### config.mk
export PLATFORM = sky130hd
export DESIGN_NAME = johnson_decoder
export DESIGN_NICKNAME = d
export VERILOG_FILES = /design/src/rtl/johnson_decoder.sv
export SDC_FILE = /design/constraint.sdc
export NUM_CORES = 1
export LEC_CHECK = 0
export BUFFER_PORTS_ARGS = -buffer_cell sky130_fd_sc_hd__buf_2
export CORE_MARGIN = 3
export CORE_UTILIZATION = 60
export DETAILED_ROUTE_END_ITERATION = 16
export GPL_ROUTABILITY_DRIVEN = 1
export GPL_TIMING_DRIVEN = 1
export PLACE_DENSITY = 0.89
export SKIP_CTS_REPAIR_TIMING = 1
export SKIP_LAST_GASP = 1
export SLEW_MARGIN = 20
export SYNTH_ARGS = -nofsm -noshare
export SYNTH_HDL_FRONTEND = slang
export SYNTH_SLANG_ARGS = --single-unit
### constraint.sdc
create_clock -name clk -period 5.1 [get_ports clk]
set_input_delay 0.51 -clock clk [delete_from_list [all_inputs] [get_ports clk]]
set_output_delay 0.51 -clock clk [all_outputs]
set_load 0.05 [all_outputs]
### src/rtl/johnson_decoder.sv
// johnson_decoder: decodes a sampled N-bit Johnson code into an index and a
// one-hot vector, checks each legal sample against the previous legal index,
// and raises a lock indication after LOCK_COUNT consecutive +1 steps.
module johnson_decoder #(
  parameter  int N          = 4,
  parameter  int LOCK_COUNT = 3,
  parameter  int ERR_W      = 8,
  localparam int IW         = $clog2(2 * N),
  localparam int CW         = $clog2(LOCK_COUNT + 1)
) (
  input  logic             clk,
  input  logic             rst,
  input  logic [N-1:0]     code_in,
  input  logic             code_valid,
  output logic [IW-1:0]    idx,
  output logic [2*N-1:0]   onehot,
  output logic             idx_valid,
  output logic             illegal,
  output logic             step_ok,
  output logic             skip,
  output logic             hold,
  output logic             locked,
  output logic [ERR_W-1:0] err_count
);

  typedef enum logic [1:0] {
    SEARCH = 2'd0,
    TRACK  = 2'd1,
    LOCKED = 2'd2
  } state_t;

  // Returns {legal, index}. A shifted all-ones mask gives 0^a 1^(N-a);
  // its complement gives 1^a 0^(N-a).
  function automatic logic [IW:0] decode_code(input logic [N-1:0] c);
    logic [IW:0]  r;
    logic [N-1:0] ones;
    r    = {(IW + 1){1'b0}};
    ones = {N{1'b1}};
    for (int a = 1; a <= N; a++) begin
      if (c == ~(ones >> a)) r = {1'b1, IW'(a - 1)};
      if (c == (ones >> a))  r = {1'b1, IW'(N + a - 1)};
    end
    return r;
  endfunction

  state_t           state_q, state_d;
  logic [CW-1:0]    cnt_q, cnt_d;
  logic [IW-1:0]    prev_q, prev_d;
  logic [IW-1:0]    idx_q, idx_d;
  logic [2*N-1:0]   onehot_q, onehot_d;
  logic             idx_valid_q, idx_valid_d;
  logic             illegal_q, illegal_d;
  logic             step_ok_q, step_ok_d;
  logic             skip_q, skip_d;
  logic             hold_q, hold_d;
  logic             locked_q, locked_d;
  logic [ERR_W-1:0] err_q, err_d;

  logic [IW:0]      dec_s;
  logic             legal_s;
  logic [IW-1:0]    dec_idx_s;
  logic [IW-1:0]    next_idx_s;
  logic             is_step_s;
  logic             is_hold_s;
  logic [ERR_W-1:0] err_inc_s;
  logic [CW-1:0]    cnt_inc_s;
  logic             reach_lock_s;

  // Decode the sample, classify it against the previous index and compute next state.
  always_comb begin
    dec_s        = decode_code(code_in);
    legal_s      = dec_s[IW];
    dec_idx_s    = dec_s[IW-1:0];
    next_idx_s   = (prev_q == IW'(2 * N - 1)) ? {IW{1'b0}} : prev_q + {{(IW-1){1'b0}}, 1'b1};
    is_step_s    = (dec_idx_s == next_idx_s);
    is_hold_s    = (dec_idx_s == prev_q);
    err_inc_s    = (err_q == {ERR_W{1'b1}}) ? err_q : err_q + {{(ERR_W-1){1'b0}}, 1'b1};
    cnt_inc_s    = cnt_q + {{(CW-1){1'b0}}, 1'b1};
    reach_lock_s = (int'(cnt_inc_s) >= LOCK_COUNT);

    state_d     = state_q;
    cnt_d       = cnt_q;
    prev_d      = prev_q;
    idx_d       = idx_q;
    onehot_d    = onehot_q;
    err_d       = err_q;
    idx_valid_d = 1'b0;
    illegal_d   = 1'b0;
    step_ok_d   = 1'b0;
    skip_d      = 1'b0;
    hold_d      = 1'b0;

    if (code_valid) begin
      if (!legal_s) begin
        illegal_d = 1'b1;
        onehot_d  = {(2*N){1'b0}};
        err_d     = err_inc_s;
        state_d   = SEARCH;
        cnt_d     = {CW{1'b0}};
        prev_d    = {IW{1'b0}};
      end else begin
        idx_valid_d = 1'b1;
        idx_d       = dec_idx_s;
        onehot_d    = {{(2*N-1){1'b0}}, 1'b1} << dec_idx_s;
        prev_d      = dec_idx_s;
        case (state_q)
          SEARCH: begin
            state_d = TRACK;
            cnt_d   = {CW{1'b0}};
          end
          TRACK: begin
            if (is_step_s) begin
              step_ok_d = 1'b1;
              cnt_d     = cnt_inc_s;
              if (reach_lock_s) begin
                state_d = LOCKED;
              end else begin
                state_d = TRACK;
              end
            end else if (is_hold_s) begin
              hold_d = 1'b1;
            end else begin
              skip_d = 1'b1;
              err_d  = err_inc_s;
              cnt_d  = {CW{1'b0}};
            end
          end
          LOCKED: begin
            if (is_step_s) begin
              step_ok_d = 1'b1;
            end else if (is_hold_s) begin
              hold_d = 1'b1;
            end else begin
              skip_d  = 1'b1;
              err_d   = err_inc_s;
              cnt_d   = {CW{1'b0}};
              state_d = TRACK;
            end
          end
          default: begin
            state_d = SEARCH;
            cnt_d   = {CW{1'b0}};
          end
        endcase
      end
    end else begin
      state_d = state_q;
    end

    locked_d = (state_d == LOCKED);
  end

  // State and output registers with synchronous reset.
  always_ff @(posedge clk) begin
    if (rst) begin
      state_q     <= SEARCH;
      cnt_q       <= {CW{1'b0}};
      prev_q      <= {IW{1'b0}};
      idx_q       <= {IW{1'b0}};
      onehot_q    <= {(2*N){1'b0}};
      idx_valid_q <= 1'b0;
      illegal_q   <= 1'b0;
      step_ok_q   <= 1'b0;
      skip_q      <= 1'b0;
      hold_q      <= 1'b0;
      locked_q    <= 1'b0;
      err_q       <= {ERR_W{1'b0}};
    end else begin
      state_q     <= state_d;
      cnt_q       <= cnt_d;
      prev_q      <= prev_d;
      idx_q       <= idx_d;
      onehot_q    <= onehot_d;
      idx_valid_q <= idx_valid_d;
      illegal_q   <= illegal_d;
      step_ok_q   <= step_ok_d;
      skip_q      <= skip_d;
      hold_q      <= hold_d;
      locked_q    <= locked_d;
      err_q       <= err_d;
    end
  end

  assign idx       = idx_q;
  assign onehot    = onehot_q;
  assign idx_valid = idx_valid_q;
  assign illegal   = illegal_q;
  assign step_ok   = step_ok_q;
  assign skip      = skip_q;
  assign hold      = hold_q;
  assign locked    = locked_q;
  assign err_count = err_q;

endmodule

## After elaboration in Yosys (flattened, before gate mapping)

Cells that the tools add are included.

| word-level totals | value |
|---|---|
| logic and storage cells | 80 |
| bits in registers | 32 |

| cells by class | value |
|---|---|
| bitwise logic cells | 3 |
| magnitude comparators | 1 |
| shifts and indexed selects | 1 |
| reduce and logical (&&, ||, !) cells | 9 |
| add/sub/neg operators | 3 |
| multiplexer cells | 33 |
| equality and inequality tests | 18 |

Operator list:

| kind | count |
|---|---|
| 8-bit 2-to-1 mux | 6 |
| 4-bit 2-to-1 mux | 8 |
| 2-bit 2-to-1 mux | 10 |
| 4-bit == test (second input constant) | 4 |
| 8-bit by 1-bit adder with 8-bit output (second input constant) | 1 |
| 8-bit == test (second input constant) | 1 |
| 1-bit by 3-bit << shifter with 8-bit output (first input constant) | 1 |
| 3-bit == test | 2 |
| 3-bit 2-to-1 mux | 2 |
| 2-bit inequality test (second input constant) | 3 |
| 2-bit one-hot mux with 3 select lines | 1 |
| 1-bit 2-to-1 mux | 5 |
| 5-bit OR reduction | 1 |
| 2-bit == test (second input constant) | 2 |
| 4-bit by 1-bit == test with 1-bit output (second input constant) | 1 |
| 4-bit by 2-bit == test with 1-bit output (second input constant) | 1 |
| 4-bit by 3-bit == test with 1-bit output (second input constant) | 1 |
| 4-bit logical NOT | 1 |
| 2-bit one-hot mux with 2 select lines | 1 |
| 2-bit AND reduction | 2 |
| 4-bit AND reduction | 1 |
| 2-bit OR reduction | 2 |
| 4-bit OR reduction | 1 |
| 3-bit by 1-bit adder with 3-bit output (second input constant) | 1 |
| 7 further kinds | 9 |

## Logic depth before layout (Yosys ltp)

Gate-level depths: netlist (run 1).

| depth | value |
|---|---|
| word-level depth | 16 |
| mapped depth | 8 |
| gate-level depth less buffers | 8 |

## Worst setup path after synthesis (run 1)

Ideal clock, no wire load.

| timing path | value |
|---|---|
| path type | register -> register |
| from | register prev_q[0] |
| to | register cnt_q[0] |
| cell stages (with the launch flop) | 9 |
| setup time | 0.070 ns |
| buffers on the path | 0 |
| path slack | 2.502 ns |
| arrival | 2.528 ns |
| data required time | 5.030 ns |
| cell sequence | dfxtp_1 > ha_1 > ha_1 > or3b_2 > a21oi_2 > o311ai_4 > or4_1 > a21oi_1 > a21boi_1 |

| between the ends | value |
|---|---|
| word-level cells in the longest chain between the ends | 6 |
| elaborated cells between the ends (all ways) | 12 |

RTL lines:

| item | RTL line | source |
|---|---|---|
| start, declared | 48 | `logic [IW-1:0] prev_q, prev_d;` |
| start signal, assigned | 158 | `prev_q <= {IW{1'b0}};` |
| start signal, assigned | 171 | `prev_q <= prev_d;` |
| 3-bit by 1-bit adder with 3-bit output / 3-bit == test (equally long branches) | 74 | `next_idx_s = (prev_q == IW'(2 * N - 1)) ? {IW{1'b0}} : prev_q + {{(IW-1){1'b0}}, 1'b1};` |
| 3-bit 2-to-1 mux | 74 |  |
| 3-bit == test | 75 | `is_step_s = (dec_idx_s == next_idx_s);` |
| 2-bit 2-to-1 mux | 112 | `if (is_step_s) begin` |
| 2-bit one-hot mux with 2 select lines | 106 | `case (state_q)` |
| 2-bit 2-to-1 mux | 94 | `if (!legal_s) begin` |
| end signal, assigned | 157 | `cnt_q <= {CW{1'b0}};` |
| end signal, assigned | 170 | `cnt_q <= cnt_d;` |
| end, declared | 47 | `logic [CW-1:0] cnt_q, cnt_d;` |

Parallel ways exist; a longest one is shown, timed or not. The select of a mux whose other input is x is not followed.
A chain may end at the register's enable or synchronous reset.

## Worst setup path after layout (run 1)

Same ends and word-level chain as after synthesis.

==> results of run 1 <==
==> placed cells by master, fill, tap and decap left out, types with 8 or more instances in the layout <==
cell type  synthesis  layout
nand3_1            8       8
nor2_1            24      24
a21oi_1           13      13
nor2b_1           12      12
mux2i_1            8       8
nand2_1           10      10
buf_2              1      31
dfxtp_1           32      32
ha_1               8       8
==> logic make-up (layout without fill, tap and decap cells) <==
| family | count (synthesis) | count (layout) | synth area share |
|---|---|---|---|
| mux | 15 | 15 | 0.0821 |
| fa+ha+maj | 8 | 8 | 0.0505 |
| buf+inv | 22 | 45 | 0.0632 |
| xor+xnor | 3 | 3 | 0.0133 |
| compound gates | 48 | 48 | 0.192 |
| flops | 32 | 32 | 0.323 |
| simple gates | 94 | 94 | 0.275 |
==> metrics by stage <==
| stage | hold WS [ns] | area, um^2 | std cells | power [mW] | setup slack [ns] |
|---|---|---|---|---|---|
| detailed placement | 0.420 | 2090 | 281 | 0.367 | 2.33 |
| finish | 0.430 | 2150 | 289 | 0.518 | 2.31 |
| global placement | 0.421 | 2090 | 281 | 0.364 | 2.38 |
| global route | 0.476 | 2150 | 289 | 0.540 | 2.16 |
| CTS | 0.434 | 2150 | 289 | 0.521 | 2.31 |
| floorplan | 0.407 | 1980 | 222 | 0.353 | 2.50 |
==> cell type report <==
type / instances / area, um^2 / area share
Multi-Input combinational cell: 168 / 1210 / 0.565
Clock buffer: 7 / 55.1 / 0.0256
Inverter: 6 / 22.5 / 0.0105
Clock inverter: 1 / 7.51 / 0.00349
Tap cell: 44 / 55.1 / 0.0256
Sequential cell: 32 / 641 / 0.298
Timing Repair Buffer: 31 / 155 / 0.0721
==> power breakdown <==
group	internal (mW)	leakage (nW)	total, mW	switching, mW
clock	0.0675	0.0315	0.155	0.0880
combinational	0.0325	0.607	0.100	0.0676
sequential	0.256	0.259	0.262	0.00591
==> registers in the layout, summed over array words and instances (netlist names) <==
signal / cells
err_count: 8
onehot: 8
idx: 3
prev_q: 3
cnt_q: 2
state_q: 2
hold: 1
idx_valid: 1
illegal: 1
locked: 1
skip: 1
step_ok: 1
==> worst paths after layout <==
path	start	to	slack, ns	depth (start not counted)
hold reg to reg	cnt_q[0]$_SDFFE_PP0P_	cnt_q[0]$_SDFFE_PP0P_	0.43	1
hold / removal	cnt_q[0]$_SDFFE_PP0P_	cnt_q[0]$_SDFFE_PP0P_	0.43	1
setup / recovery	prev_q[0]$_SDFFE_PP0P_	cnt_q[0]$_SDFFE_PP0P_	2.31	8
setup reg to reg	prev_q[0]$_SDFFE_PP0P_	cnt_q[0]$_SDFFE_PP0P_	2.31	8
==> metal layers <==
layer / vias up / routed length, um / global-route usage
met3: 9 / 139 / 0.0392
met2: 36 / 1750 / 0.319
li1: 863 / - / -
met5: - / 0 / 0
met1: 773 / 1940 / 0.274
met4: 0 / 74 / 0.102
==> out/results.md, run 1 <==
| Result | Value | Unit |
|:---|:---|:---|
| Result of the run | finished, final reports clean | - |
| Main synth FF type | dfxtp_1 | - |
| Die extent in y | 63.5 | um |
| Headroom to the max-slew limit | 0.583 | - |
| Count of pins on the block boundary | 32 | - |
| Number of H-tree levels | 2 | - |
| Die Area | 0.00403 | mm^2 |
| Nature of the critical path endpoint | register | - |
| Syn. warnings | 0 | - |
| Unique cell type count in the Yosys netlist | 63 | - |
| Tot GR Track Use | 0.207 | - |
| Achievable frequency | 359 | MHz |
| Final Slew Violations | 0 | - |
| CP arrival | 3.06 | ns |
| Path class of the lowest-slack min-delay path | reg2reg | - |
| Power density over the cells | 241 | mW/mm^2 |
| First-pass GRT wire length | 6760 | um |
| Portion of the post-synthesis area used by sequential elements | 0.323 | - |
| Wire per inst | 13.5 | um |
| Total of fill cells in the finished design | 262 | - |
| Final period util | 0.547 | - |
| Buffers plus inverters on the worst setup path | 0 | - |
| Worst VDD drop | 0.000133 | V |
| Router iterations before antenna repair | 4 | - |
| Die width | 63.5 | um |
| Biggest area consumer among synthesized cells | dfxtp_1 | - |
| Clock skew | 0.00833 | ns |
| TritonCTS clock tree | built | - |
| Number of hold violations in the final report | 0 | - |
| Most frequent cells after synthesis | dfxtp_1 (32), nor2_1 (24), a21oi_1 (13) | - |
| Delay of the slowest critical-path stage | 0.53 | ns |
| Cell Chain, Critical Path | ha_1 > ha_1 > or3b_2 > a21oi_2 > o311ai_4 > or4_1 > a21oi_1 > a21boi_1 | - |
| Synth Net Count | 237 | - |
| Clock-pin transition on the worst setup and hold timing paths | 0.09 | ns |
| Max_cap viols | 0 | - |
| Antenna violations before repair | 0 | - |
| Top-area cell type share of the netlist area | 0.323 | - |
| Fraction of final layout cells sized beyond drive strength 1 | 0.200 | - |
| Top cells by area in the synthesized netlist | dfxtp_1 (32%), ha_1 (5.1%), nor2_1 (4.5%) | - |
| Via/cell ratio | 5.82 | - |
| Reported leakage power | 0.898 | nW |
| Total congestion overflow after global routing | 0 | - |
| Synth Cell Area | 0.00198 | mm^2 |
| Path type of the worst setup path | reg2reg | - |
| IO Port Bufs | 31 | - |
| Required @ worst endpoint | 5.37 | ns |
| Number of global-route vias before repair | 1,560 | - |
| Most Frequent Cell on Critical Path | ha_1 | - |
| Initial core utilization | 0.638 | - |
| Antenna Nets Post-Route | 0 | - |
| Antenna fix cells | 0 | - |
| Top Family by Delay on Critical Path | simple AND/OR/NAND/NOR gates | - |
| Number of vias in the routed layout | 1,681 | - |
| Maximum number of pins on one net before global-route repair | 38 | - |
| Crit-path slowest cell | or4_1 | - |
| Cell count after synthesis | 222 | - |
| Setup repair after global routing missed its margin | no | - |
| Worst Max-Slew Pin Slew | 0.625 | ns |
| Final weighted congestion of routability-driven global placement | 0.871 | - |
| Starting DRC count in detailed routing | 87 | - |
| Area growth syn-to-layout | 8.59 | % |
| Final net count | 259 | - |
| DRC | 0 | - |
| Fraction of the core area covered by cells at the end of the flow | 0.693 | - |
| Final TNS setup | 0 | ns |
| Mean Syn Cell Area | 8.92 | um^2 |
| Critical path fanouts, max | 9 | - |
| Sum of routed wire length over all layers | 3900 | um |
| Final setup fails | 0 | - |
| Number of cell rows | 20 | - |
| Placeable core region | 0.00310 | mm^2 |
| Synthesis-stage register bit count | 32 | - |
| Ys async rst share | 0 | - |
| Crit start category | register | - |
| Total number of clock tree sinks | 32 | - |
| Clock root buffer master | clkbuf_4 | - |
| Final critical-path required period | 2.79 | ns |
| CTS Buffer Depth | 2 | - |
| Most repeated cell in the gate-level netlist after synthesis | dfxtp_1 | - |
| TritonCTS Buffers | 5 | - |
| Hpwl dp | 2770 | um |
| Later-pin clock latency in the skew report | 0.33 | ns |
| Number of enable flip-flop cells after synthesis | 0 | - |
Note: power is estimated with default switching activity, not from simulation.
==> run 2: changes to the inputs <==
--- a/config.mk
+++ b/config.mk
@@ -5,13 +5,14 @@
 export SDC_FILE = /design/constraint.sdc
 export NUM_CORES = 1
 export LEC_CHECK = 0
+export ABC_AREA = 1
 export BUFFER_PORTS_ARGS = -buffer_cell sky130_fd_sc_hd__buf_2
 export CORE_MARGIN = 3
-export CORE_UTILIZATION = 60
+export CORE_UTILIZATION = 49
 export DETAILED_ROUTE_END_ITERATION = 16
 export GPL_ROUTABILITY_DRIVEN = 1
 export GPL_TIMING_DRIVEN = 1
-export PLACE_DENSITY = 0.89
+export PLACE_DENSITY = 0.8
 export SKIP_CTS_REPAIR_TIMING = 1
 export SKIP_LAST_GASP = 1
 export SLEW_MARGIN = 20
==> constraint.sdc (replaced) <==
create_clock -name clk -period 2.25 [get_ports clk]
set_input_delay 0.225 -clock clk [delete_from_list [all_inputs] [get_ports clk]]
set_output_delay 0.225 -clock clk [all_outputs]
set_load 0.05 [all_outputs]
==> run 2 against run 1 <==
Final area is 9.2% lower. Via count is 2.0% lower. Clock skew hardly changed. Maximum frequency is 47% higher. Critical path depth is 6 higher. Combinational power is 110% higher. Largest power group unchanged. Final cell count is 12% higher. Sequential cell count stayed put. Register-to-register slack worse by 2.0 ns. Synthesized cell count is 9.9% higher. Worst setup slack worse by 2.0 ns. Die area is 4.3% higher.
==> out/results.md, run 2 <==
| Result | Value | Unit |
|:---|:---|:---|
| Final critical-path required period | 1.90 | ns |
| Starting DRC count in detailed routing | 57 | - |
| First-pass GRT wire length | 6340 | um |
| Most repeated cell in the gate-level netlist after synthesis | nand2_1 | - |
| Clock-pin transition on the worst setup and hold timing paths | 0.09 | ns |
| Synth Area in XOR/XNOR | 0.0362 | - |
| Final setup fails | 0 | - |
| Area share of fa/ha/maj cells after synthesis | 0.0590 | - |
| Initial core utilization | 0.533 | - |
| Total of fill cells in the finished design | 315 | - |
| Clock root buffer master | clkbuf_4 | - |
| Portion of the post-synthesis area used by sequential elements | 0.378 | - |
| Top cells by area in the synthesized netlist | dfxtp_1 (38%), nand2_1 (16%), nand3_1 (7.4%) | - |
| DRC | 0 | - |
| Worst VDD drop | 0.000370 | V |
| Tot GR Track Use | 0.194 | - |
| Router iterations before antenna repair | 4 | - |
| Synthesis-stage register bit count | 32 | - |
| Die extent in y | 64.8 | um |
| Most frequent cells after synthesis | nand2_1 (73), dfxtp_1 (32), inv_1 (26) | - |
| Unique cell type count in the Yosys netlist | 23 | - |
| Placeable core region | 0.00318 | mm^2 |
| Nature of the critical path endpoint | register | - |
| Sum of routed wire length over all layers | 3600 | um |
| Power density over the cells | 568 | mW/mm^2 |
| Fraction of final layout cells sized beyond drive strength 1 | 0.186 | - |
| Commonest non-fill, non-tap cell in the layout | nand2_1 | - |
| Worst Max-Slew Pin Slew | 0.373 | ns |
| CP arrival | 2.15 | ns |
| Fraction of the core area covered by cells at the end of the flow | 0.614 | - |
| Path class of the lowest-slack min-delay path | in2reg | - |
| Final-layout worst hold slack | 0.155 | ns |
| CTS Buffer Depth | 2 | - |
| Dominant combinational cell family by area after synthesis | simple AND/OR/NAND/NOR gates | - |
| Ys async rst share | 0 | - |
| Result of the run | finished, final reports clean | - |
| TritonCTS clock tree | built | - |
| Mean Syn Cell Area | 6.95 | um^2 |
| Total number of clock tree sinks | 32 | - |
| Setup repair after global routing missed its margin | no | - |
| Via/cell ratio | 5.09 | - |
| Number of enable flip-flop cells after synthesis | 0 | - |
| Die width | 64.8 | um |
| Wire per inst | 11.1 | um |
| Final period util | 0.844 | - |
| Synth Cell Area | 0.00170 | mm^2 |
| FF/Latch Area | 641 | um^2 |
| IO Port Bufs | 31 | - |
| Share of the synthesized area in compound gates (AO/OA/AOI/OAI) | 0.0915 | - |
| Headroom to the max-slew limit | 0.751 | - |
| Hpwl dp | 2690 | um |
| Clock skew | 0.00825 | ns |
| Required @ worst endpoint | 2.50 | ns |
| Maximum number of pins on one net before global-route repair | 19 | - |
| Number of cell rows | 20 | - |
| Reported leakage power | 0.985 | nW |
| Area growth syn-to-layout | 15.1 | % |
| Highest-count cells in the layout ignoring fill and taps | nand2_1 (73), dfxtp_1 (32), buf_2 (31), inv_1 (26), nand3_1 (25) | - |
| Biggest area consumer among synthesized cells | dfxtp_1 | - |
| Final weighted congestion of routability-driven global placement | 0.881 | - |
| Crit start category | register | - |
| Share of cell area taken by muxes after synthesis | 0 | - |
| Final net count | 295 | - |
| Synth Net Count | 259 | - |
| Later-pin clock latency in the skew report | 0.34 | ns |
| Busiest layer in global routing | met2 | - |
| Final TNS setup | 0 | ns |
| Number of H-tree levels | 2 | - |
| Antenna Nets Post-Route | 0 | - |
| Critical path fanouts, max | 10 | - |
| Die Area | 0.00420 | mm^2 |
| Antenna violations before repair | 0 | - |
| Simple-gate share of the synthesized area | 0.365 | - |
| Max_cap viols | 0 | - |
| Multi-input logic area | 935 | um^2 |
| Count of pins on the block boundary | 32 | - |
| Met3 usage in global routing | 0.0468 | - |
| Total congestion overflow after global routing | 0 | - |
| Number of hold violations in the final report | 0 | - |
| Antenna fix cells | 0 | - |
| Syn. warnings | 0 | - |
| Achievable frequency | 527 | MHz |
| Number of global-route vias before repair | 1,473 | - |
| Number of vias in the routed layout | 1,648 | - |
| Met2 track demand over resource | 0.300 | - |
| Main synth FF type | dfxtp_1 | - |
| TritonCTS Buffers | 5 | - |
| Top-area cell type share of the netlist area | 0.378 | - |
| Path type of the worst setup path | reg2reg | - |
| Met1 global-route usage | 0.244 | - |
| Final Slew Violations | 0 | - |
| Cell count after synthesis | 244 | - |
-- run 2: cell types whose count changed after synthesis, sizes merged, moves of 6 or more --
| cell | before | now |
|---|---|---|
| nand2 | 10 | 81 |
| inv | 6 | 27 |
| nand3 | 8 | 27 |
| nor2b | 12 | 0 |
| buf | 9 | 0 |
| mux2i | 8 | 0 |
| mux2 | 7 | 0 |
| nand2b | 6 | 0 |
| o31ai | 0 | 6 |
-- run 2: routing by layer --
metal  routed length [um]  vias up  part of all wire
met1                 1700      740              0.47
li1                     -      856                 -
met2                 1570       42              0.44
met3                  225       10             0.063
met4                   96        0             0.027
met5                    0        -                 0
-- run 2: where the power goes --
group / switching, mW / internal, mW / leakage, nW / total, mW
Sequential: 0.0127 / 0.581 / 0.259 / 0.594
Combinational: 0.155 / 0.0571 / 0.697 / 0.212
Clock: 0.187 / 0.115 / 0.0281 / 0.302
Total: 0.355 / 0.753 / 0.985 / 1.11
-- run 2: worst paths after layout --
kind                                from                     end  slack, ns  depth (start not counted)
setup / recovery  prev_q[0]$_SDFFE_PP0P_   cnt_q[0]$_SDFFE_PP0P_       0.35                         14
hold / removal                code_in[0]  onehot[2]$_SDFFE_PP0P_       0.16                          2
setup reg to reg  prev_q[0]$_SDFFE_PP0P_   cnt_q[0]$_SDFFE_PP0P_       0.35                         14
hold reg to reg   onehot[5]$_SDFFE_PP0P_  onehot[5]$_SDFFE_PP0P_       0.47                          2
-- run 2: cells by family after synthesis --
group | Yosys count
flip-flops | 32
AND/OR/NAND/NOR | 137
buffers and inverters | 32
AO/OA/AOI/OAI | 28
adder cells (fa/ha/maj) | 8
XOR/XNOR | 7
-- run 2: critical path, cell delays in order, from the launching register on --
cell and delay [ns]:
dfxtp_1 0.36, ha_1 0.21, ha_1 0.30, inv_1 0.09, nand3_1 0.10, nand2_2 0.10
nand3_4 0.12, nor2_2 0.14, nand2_1 0.09, nand2_1 0.07, inv_1 0.04, nand2_1 0.05
nand3_1 0.06, nand2_1 0.06, inv_1 0.03
-- run 2: area by class of cell --
type / instances / area share
inverters: 28 / 0.0538
repair buffers: 33 / 0.0872
flip-flops and latches: 32 / 0.328
well taps: 44 / 0.0282
clock inverters: 1 / 0.00256
clock buffers: 6 / 0.0212
multi-input cells: 180 / 0.479
-- run 2: stage by stage --
| step | cell area, um^2 | instances | setup WS, ns | power [mW] |
|---|---|---|---|---|
| finish | 1950 | 324 | 0.351 | 1.11 |
| global placement | 1910 | 317 | 0.421 | 0.816 |
| floorplan | 1700 | 244 | 0.461 | 0.768 |
| CTS | 1950 | 324 | 0.345 | 1.12 |
| detailed placement | 1910 | 317 | 0.363 | 0.818 |
| global route | 1950 | 324 | 0.151 | 1.17 |
